==> src/rtl/bit_word_pacer_if.sv <==
// Signal bundle between the serial bit-tick source, the word pacer and the TX FIFO read port.
interface bit_word_pacer_if #(
  parameter int WORD_BITS = 8,
  parameter int FRAME_W   = 16
);
  localparam int CNT_W = $clog2(WORD_BITS);

  logic               start;
  logic               abort;
  logic               bit_tick;
  logic [FRAME_W-1:0] frame_words;
  logic               fifo_empty;
  logic               rd_en;
  logic [CNT_W-1:0]   bit_idx;
  logic [FRAME_W-1:0] word_cnt;
  logic               busy;
  logic               frame_done;
  logic               underrun;

  modport master (
    output start, abort, bit_tick, frame_words, fifo_empty,
    input  rd_en, bit_idx, word_cnt, busy, frame_done, underrun
  );

  modport slave (
    input  start, abort, bit_tick, frame_words, fifo_empty,
    output rd_en, bit_idx, word_cnt, busy, frame_done, underrun
  );
endinterface

==> src/rtl/bit_word_pacer.sv <==
// Counts serial bit ticks and issues one registered FIFO read strobe per WORD_BITS bits,
// with frame length control, start/abort, optional one-word prefetch and sticky underrun.
module bit_word_pacer #(
  parameter int WORD_BITS = 8,
  parameter int FRAME_W   = 16,
  parameter int PREFETCH  = 0
) (
  input  logic             sys_clk,
  input  logic             sys_rst,
  bit_word_pacer_if.slave  bus
);
  localparam int               CNT_W    = $clog2(WORD_BITS);
  localparam logic [CNT_W-1:0] LAST_BIT = CNT_W'(WORD_BITS - 1);

  typedef enum logic [0:0] {
    S_IDLE = 1'b0,
    S_RUN  = 1'b1
  } state_e;

  state_e             state_q, state_d;
  logic [CNT_W-1:0]   bit_idx_q, bit_idx_d;
  logic [FRAME_W-1:0] word_cnt_q, word_cnt_d;
  logic [FRAME_W-1:0] len_q, len_d;
  logic               rd_en_q, rd_en_d;
  logic               busy_q, busy_d;
  logic               frame_done_q, frame_done_d;
  logic               underrun_q, underrun_d;
  logic               strobe_due_s;
  logic               last_word_s;
  logic [FRAME_W:0]   word_inc_s;

  // Next-state, counter and strobe decision logic.
  always_comb begin
    state_d      = state_q;
    bit_idx_d    = bit_idx_q;
    word_cnt_d   = word_cnt_q;
    len_d        = len_q;
    underrun_d   = underrun_q;
    rd_en_d      = 1'b0;
    frame_done_d = 1'b0;
    strobe_due_s = 1'b0;
    // One extra bit keeps the last-word compare exact for a 2^FRAME_W-1 word frame.
    word_inc_s   = {1'b0, word_cnt_q} + {{FRAME_W{1'b0}}, 1'b1};
    last_word_s  = (word_inc_s == {1'b0, len_q});

    case (state_q)
      S_IDLE: begin
        if (bus.start && !bus.abort) begin
          underrun_d = 1'b0;
          word_cnt_d = {FRAME_W{1'b0}};
          bit_idx_d  = {CNT_W{1'b0}};
          if (bus.frame_words != {FRAME_W{1'b0}}) begin
            state_d      = S_RUN;
            len_d        = bus.frame_words;
            strobe_due_s = (PREFETCH != 0);
          end else begin
            frame_done_d = 1'b1;
          end
        end else begin
          state_d = S_IDLE;
        end
      end
      S_RUN: begin
        if (bus.abort) begin
          state_d    = S_IDLE;
          bit_idx_d  = {CNT_W{1'b0}};
          word_cnt_d = {FRAME_W{1'b0}};
        end else if (bus.bit_tick) begin
          if (bit_idx_q == LAST_BIT) begin
            bit_idx_d    = {CNT_W{1'b0}};
            word_cnt_d   = word_inc_s[FRAME_W-1:0];
            strobe_due_s = (PREFETCH == 0) || !last_word_s;
            if (last_word_s) begin
              state_d      = S_IDLE;
              frame_done_d = 1'b1;
            end else begin
              state_d = S_RUN;
            end
          end else begin
            bit_idx_d = bit_idx_q + {{(CNT_W-1){1'b0}}, 1'b1};
          end
        end else begin
          state_d = S_RUN;
        end
      end
      default: begin
        state_d = S_IDLE;
      end
    endcase

    if (strobe_due_s) begin
      if (bus.fifo_empty) begin
        underrun_d = 1'b1;
      end else begin
        rd_en_d = 1'b1;
      end
    end else begin
      rd_en_d = 1'b0;
    end

    busy_d = (state_d == S_RUN);
  end

  // State and registered output flops with synchronous reset.
  always_ff @(posedge sys_clk) begin
    if (sys_rst) begin
      state_q      <= S_IDLE;
      bit_idx_q    <= {CNT_W{1'b0}};
      word_cnt_q   <= {FRAME_W{1'b0}};
      len_q        <= {FRAME_W{1'b0}};
      rd_en_q      <= 1'b0;
      busy_q       <= 1'b0;
      frame_done_q <= 1'b0;
      underrun_q   <= 1'b0;
    end else begin
      state_q      <= state_d;
      bit_idx_q    <= bit_idx_d;
      word_cnt_q   <= word_cnt_d;
      len_q        <= len_d;
      rd_en_q      <= rd_en_d;
      busy_q       <= busy_d;
      frame_done_q <= frame_done_d;
      underrun_q   <= underrun_d;
    end
  end

  assign bus.rd_en      = rd_en_q;
  assign bus.bit_idx    = bit_idx_q;
  assign bus.word_cnt   = word_cnt_q;
  assign bus.busy       = busy_q;
  assign bus.frame_done = frame_done_q;
  assign bus.underrun   = underrun_q;
endmodule

==> src/flat_wrapper.sv <==
// flat-port wrapper written by rule: the top's interface ports become plain ports
module bit_word_pacer_flat 
#(
  parameter int WORD_BITS = 8,
  parameter int FRAME_W   = 16,
  parameter int PREFETCH  = 0
)
  (sys_clk, sys_rst, bus_start, bus_abort, bus_bit_tick, bus_frame_words, bus_fifo_empty, bus_rd_en, bus_bit_idx, bus_word_cnt, bus_busy, bus_frame_done, bus_underrun);
  bit_word_pacer_if #(.WORD_BITS(WORD_BITS), .FRAME_W(FRAME_W)) bus_i ();
  input  logic sys_clk;
  input  logic sys_rst;
  input wire logic [$bits(bus_i.start)-1:0] bus_start;
  input wire logic [$bits(bus_i.abort)-1:0] bus_abort;
  input wire logic [$bits(bus_i.bit_tick)-1:0] bus_bit_tick;
  input wire logic [$bits(bus_i.frame_words)-1:0] bus_frame_words;
  input wire logic [$bits(bus_i.fifo_empty)-1:0] bus_fifo_empty;
  output wire logic [$bits(bus_i.rd_en)-1:0] bus_rd_en;
  output wire logic [$bits(bus_i.bit_idx)-1:0] bus_bit_idx;
  output wire logic [$bits(bus_i.word_cnt)-1:0] bus_word_cnt;
  output wire logic [$bits(bus_i.busy)-1:0] bus_busy;
  output wire logic [$bits(bus_i.frame_done)-1:0] bus_frame_done;
  output wire logic [$bits(bus_i.underrun)-1:0] bus_underrun;
  assign bus_i.start = bus_start;
  assign bus_i.abort = bus_abort;
  assign bus_i.bit_tick = bus_bit_tick;
  assign bus_i.frame_words = bus_frame_words;
  assign bus_i.fifo_empty = bus_fifo_empty;
  assign bus_rd_en = bus_i.rd_en;
  assign bus_bit_idx = bus_i.bit_idx;
  assign bus_word_cnt = bus_i.word_cnt;
  assign bus_busy = bus_i.busy;
  assign bus_frame_done = bus_i.frame_done;
  assign bus_underrun = bus_i.underrun;
  bit_word_pacer #(.WORD_BITS(WORD_BITS), .FRAME_W(FRAME_W), .PREFETCH(PREFETCH)) u_core (.sys_clk(sys_clk), .sys_rst(sys_rst), .bus(bus_i));
endmodule
==> config.mk <==
export PLATFORM = sky130hd
export DESIGN_NAME = bit_word_pacer_flat
export DESIGN_NICKNAME = d
export VERILOG_FILES = /design/src/rtl/bit_word_pacer_if.sv /design/src/rtl/bit_word_pacer.sv /design/src/flat_wrapper.sv
export SDC_FILE = /design/constraint.sdc
export NUM_CORES = 1
export LEC_CHECK = 0
export ABC_CLOCK_PERIOD_IN_PS = 2300
export CORE_MARGIN = 1
export CORE_UTILIZATION = 52
export CTS_CLUSTER_SIZE = 16
export DETAILED_ROUTE_END_ITERATION = 7
export PLACE_DENSITY = 0.8
export RECOVER_POWER = 25
export SLEW_MARGIN = 20
export SYNTH_ARGS = -nofsm -noshare
export SYNTH_HDL_FRONTEND = slang
export SYNTH_SLANG_ARGS = --single-unit
==> constraint.sdc <==
create_clock -name sys_clk -period 2.3 [get_ports sys_clk]
set_input_delay 0.46 -clock sys_clk [delete_from_list [all_inputs] [get_ports sys_clk]]
set_output_delay 0.46 -clock sys_clk [all_outputs]
set_load 0.005 [all_outputs]
==> impl_metrics.yaml <==
run_status:
  outcome: "finished clean"
worst_hold_path:
  hold_class: "reg2reg"
place:
  detailed_place.area_mm2: 0.00284
  buffer_ports.inserted: 44
  gpl_wtd_cong: 0.882
  hpwl_um: 4550
power:
  clock_group_share_of_total_power: 0.338
  power.static_leakage_uw: 0.00121
  peakVddDrop_mv: 0.473
  power_frac_comb: 0.138
  intPower_uw: 998
  p_seq_frac: 0.523
  power_density_mw_per_mm2: 462
  switching_share: 0.261
  total_switching_power_uw: 352
timing:
  timing_hold_violations_final: 0
  relSlewSlack: 0.622
  layout_worst_path_cycle_share: 0.925
  rsz0062_at_grt: "false"
  setup_viol: 0
  fmax_mhz: 470
  setup_tns_ns: 0
  layout_min_cycle_time_ns: 2.13
  timing_max_transition_violations_final: 0
  worst_slew_pin_slew_ns: 0.566
  fin_worst_skew_ns: 0.00768
clocking:
  cts_made_buffers: 5
  clock_latency_ns: 0.30
  cell_at_the_root_of_the_clock_tree: "sky130_fd_sc_hd__clkbuf_8"
  tritoncts: "yes"
  holdBufCountCts: 0
  max-clock-path-buffers: 2
  number_of_sinks_handled_by_clock_tree_synthesis: 39
  cts_max_level: 2
  clkTransAtPathRegs_ns: 0.08
synth:
  cell_types_with_the_highest_counts_after_synthesis: "sky130_fd_sc_hd__dfxtp_1, sky130_fd_sc_hd__nor2_1, sky130_fd_sc_hd__nand2_1"
  synth_top_cells_by_area: "sky130_fd_sc_hd__dfxtp_1, sky130_fd_sc_hd__mux2i_1, sky130_fd_sc_hd__nor2_1"
  synth-seq-area-share: 0.345
  postSynthAreaPerCell_um2: 8.27
  synth_async_sr_flop_share: 0
  synth_area_mm2: 0.00227
  yosys.cell_types.count: 51
  synthFlopType: "sky130_fd_sc_hd__dfxtp_1"
  synth_top_area_share: 0.345
  yosysMostFrequentCell: "sky130_fd_sc_hd__dfxtp_1"
  edff_count_synth: 0
  post_synthesis_net_count: 299
  synthesis.yosys.warnings: 0
  synth-seq-cells: 39
  post_synth_inst_count: 274
  post-synth-top-area-cell: "sky130_fd_sc_hd__dfxtp_1"
grt:
  vias_in_the_first_global_route: 2114
  grt_util_all_layers: 0.298
  antenna_violations_before_repair: 0
  grt_start_max_net_pins: 22
  grt_first_pass_wirelength_um: 10000
  globalRouteOverflowTotal: 0
final_layout:
  fill_cells: 350
  final_layout_size_suffix_gt1_frac: 0.101
  final_design_area_no_fill_mm2: 0.00292
  syn2layout_area_growth_pct: 28.9
  design.final.nets: 352
  antenna_cells_inserted: 0
  layout.core_utilization: 0.715
route:
  antenna_violating_nets_post_route: 0
  avgRoutedWirePerCell_um: 15.8
  dr_total_vias: 2265
  aggregate_routed_wire_length_um: 5970
  topmost_layer_with_routed_signal_wires: "met4"
  met2_wirelength_um: 2840
  drtIter0Drc: 262
  drc_errors: 0
  met3_wirelength_um: 370
  routedLengthMet1_um: 2610
  first_pass_iters: 4
  routed_via_density: 5.99
floorplan:
  fp.dieArea_mm2: 0.00463
  die-height_um: 68.0
  die_width_um: 68.0
  initial_standard_cell_utilization_of_the_core: 0.555
  core_rows: 23
  io_pins: 45
  design.core.area_mm2: 0.00409
setup_path:
  worstPathMaxFanout: 9
  path_delay_family: "compound AO/OA/AOI/OAI gates"
  timing.critical_path.required_ns: 2.54
  cp.arrival_ns: 2.37
  crit_path_top_delay_cell: "sky130_fd_sc_hd__dfxtp_1"
  critical_path.max_stage_delay_ns: 0.43
  startpoint_class: "flop"
  critical_path_buf_inv_count: 0
  worst-setup-path-type: "reg2reg"
  worst_setup_path_end_kind: "flop"
  critical_path.cell_chain: "and2_1 > a2111oi_1 > a21oi_1 > a2111oi_2 > nor4b_4 > a31o_1"
flow_run:
  maxCapViolCount: 0
[metal layers]
metal  GRT usage  vias to the layer above
li1            -                     1098
met5           0                        -
met2       0.489                       85
met1       0.372                     1067
met4       0.117                        0
met3      0.0700                       15
[worst paths after layout]
check                                 startpoint                               end  slack (ns)  depth (start not counted)
min reg2reg       u_core.bus.underrun$_SDFF_PP0_    u_core.bus.underrun$_SDFF_PP0_        0.51                          2
max reg2reg  u_core.bus.word_cnt[3]$_SDFFE_PP0P_  u_core.bus.frame_done$_SDFF_PP0_        0.17                          6
max          u_core.bus.word_cnt[3]$_SDFFE_PP0P_  u_core.bus.frame_done$_SDFF_PP0_        0.17                          6
min               u_core.bus.underrun$_SDFF_PP0_    u_core.bus.underrun$_SDFF_PP0_        0.51                          2
[cell families (layout without fill, tap and decap cells)]
kind of cell               after synthesis  after routing  synth area share
DFF                                     39             39             0.345
xor gates and xnor gates                20             20            0.0806
buffers and inverters                   19             73            0.0447
adders and majority gates                3              3            0.0166
and+or+nand+nor                        117            117             0.272
AOI/OAI and AO/OA                       59             59             0.166
muxes                                   17             17            0.0751
[cell type report]
type / instances / area (um^2) / share of cell area
Clock buffer: 7 / 76.3 / 0.0261
Clock inverter: 1 / 5.00 / 0.00171
Multi-Input combinational cell: 216 / 1400 / 0.479
Sequential cell: 39 / 781 / 0.267
Tap cell: 50 / 62.6 / 0.0214
Timing Repair Buffer: 65 / 596 / 0.204
[through the flow]
stage	worst slack, ns	total power, uW	hold WS, ns	std cells
after CTS	0.100	1350	0.521	378
after global placement	0.0807	902	0.500	370
final	0.172	1350	0.513	378
after global routing	0.0303	1400	0.555	378
after detailed placement	0.0623	908	0.502	370
after floorplan	0.197	818	0.484	274
[worst reg2reg max path: stages (launching register included)]
cell	delay, ns
sky130_fd_sc_hd__dfxtp_1	0.43
sky130_fd_sc_hd__and2_1	0.28
sky130_fd_sc_hd__a2111oi_1	0.43
sky130_fd_sc_hd__a21oi_1	0.13
sky130_fd_sc_hd__a2111oi_2	0.33
sky130_fd_sc_hd__nor4b_4	0.28
sky130_fd_sc_hd__a31o_1	0.20
[cells in the final DEF, fill, tap and decap left out, types with 10 or more instances in the layout]
| cell type | count |
|---|---|
| sky130_fd_sc_hd__mux2i_1 | 17 |
| sky130_fd_sc_hd__xor2_1 | 11 |
| sky130_fd_sc_hd__dfxtp_1 | 39 |
| sky130_fd_sc_hd__nor2_1 | 38 |
| sky130_fd_sc_hd__a21oi_1 | 22 |
| sky130_fd_sc_hd__dlygate4sd3_1 | 10 |
| sky130_fd_sc_hd__nand2_1 | 26 |
| sky130_fd_sc_hd__o21ai_0 | 13 |
| sky130_fd_sc_hd__clkdlybuf4s50_1 | 34 |
| sky130_fd_sc_hd__buf_4 | 16 |
[repair_timing]
action / in CTS / in global routing
gates resized for setup: 0 / 3
setup endpoints to repair: 0 / 2
buffers inserted: 0 / 0
[registers in the layout (all words and copies together), names as in the netlist]
signal,flops
u_core.len_q,16
u_core.bus.bit_idx,3
u_core.bus.underrun,1
u_core.state_q,1
u_core.bus.word_cnt,16
u_core.bus.rd_en,1
u_core.bus.frame_done,1
[power groups by stage]
stage                     combinational (uW)  sequential (uW)  clock (uW)
after detailed placement                 186              722           0
final                                    186              707         457
after CTS                                187              706         460
after floorplan                          100              718           0
after global routing                     204              709         487
after global placement                   180              721           0
Power figures use the tool's default switching activity.
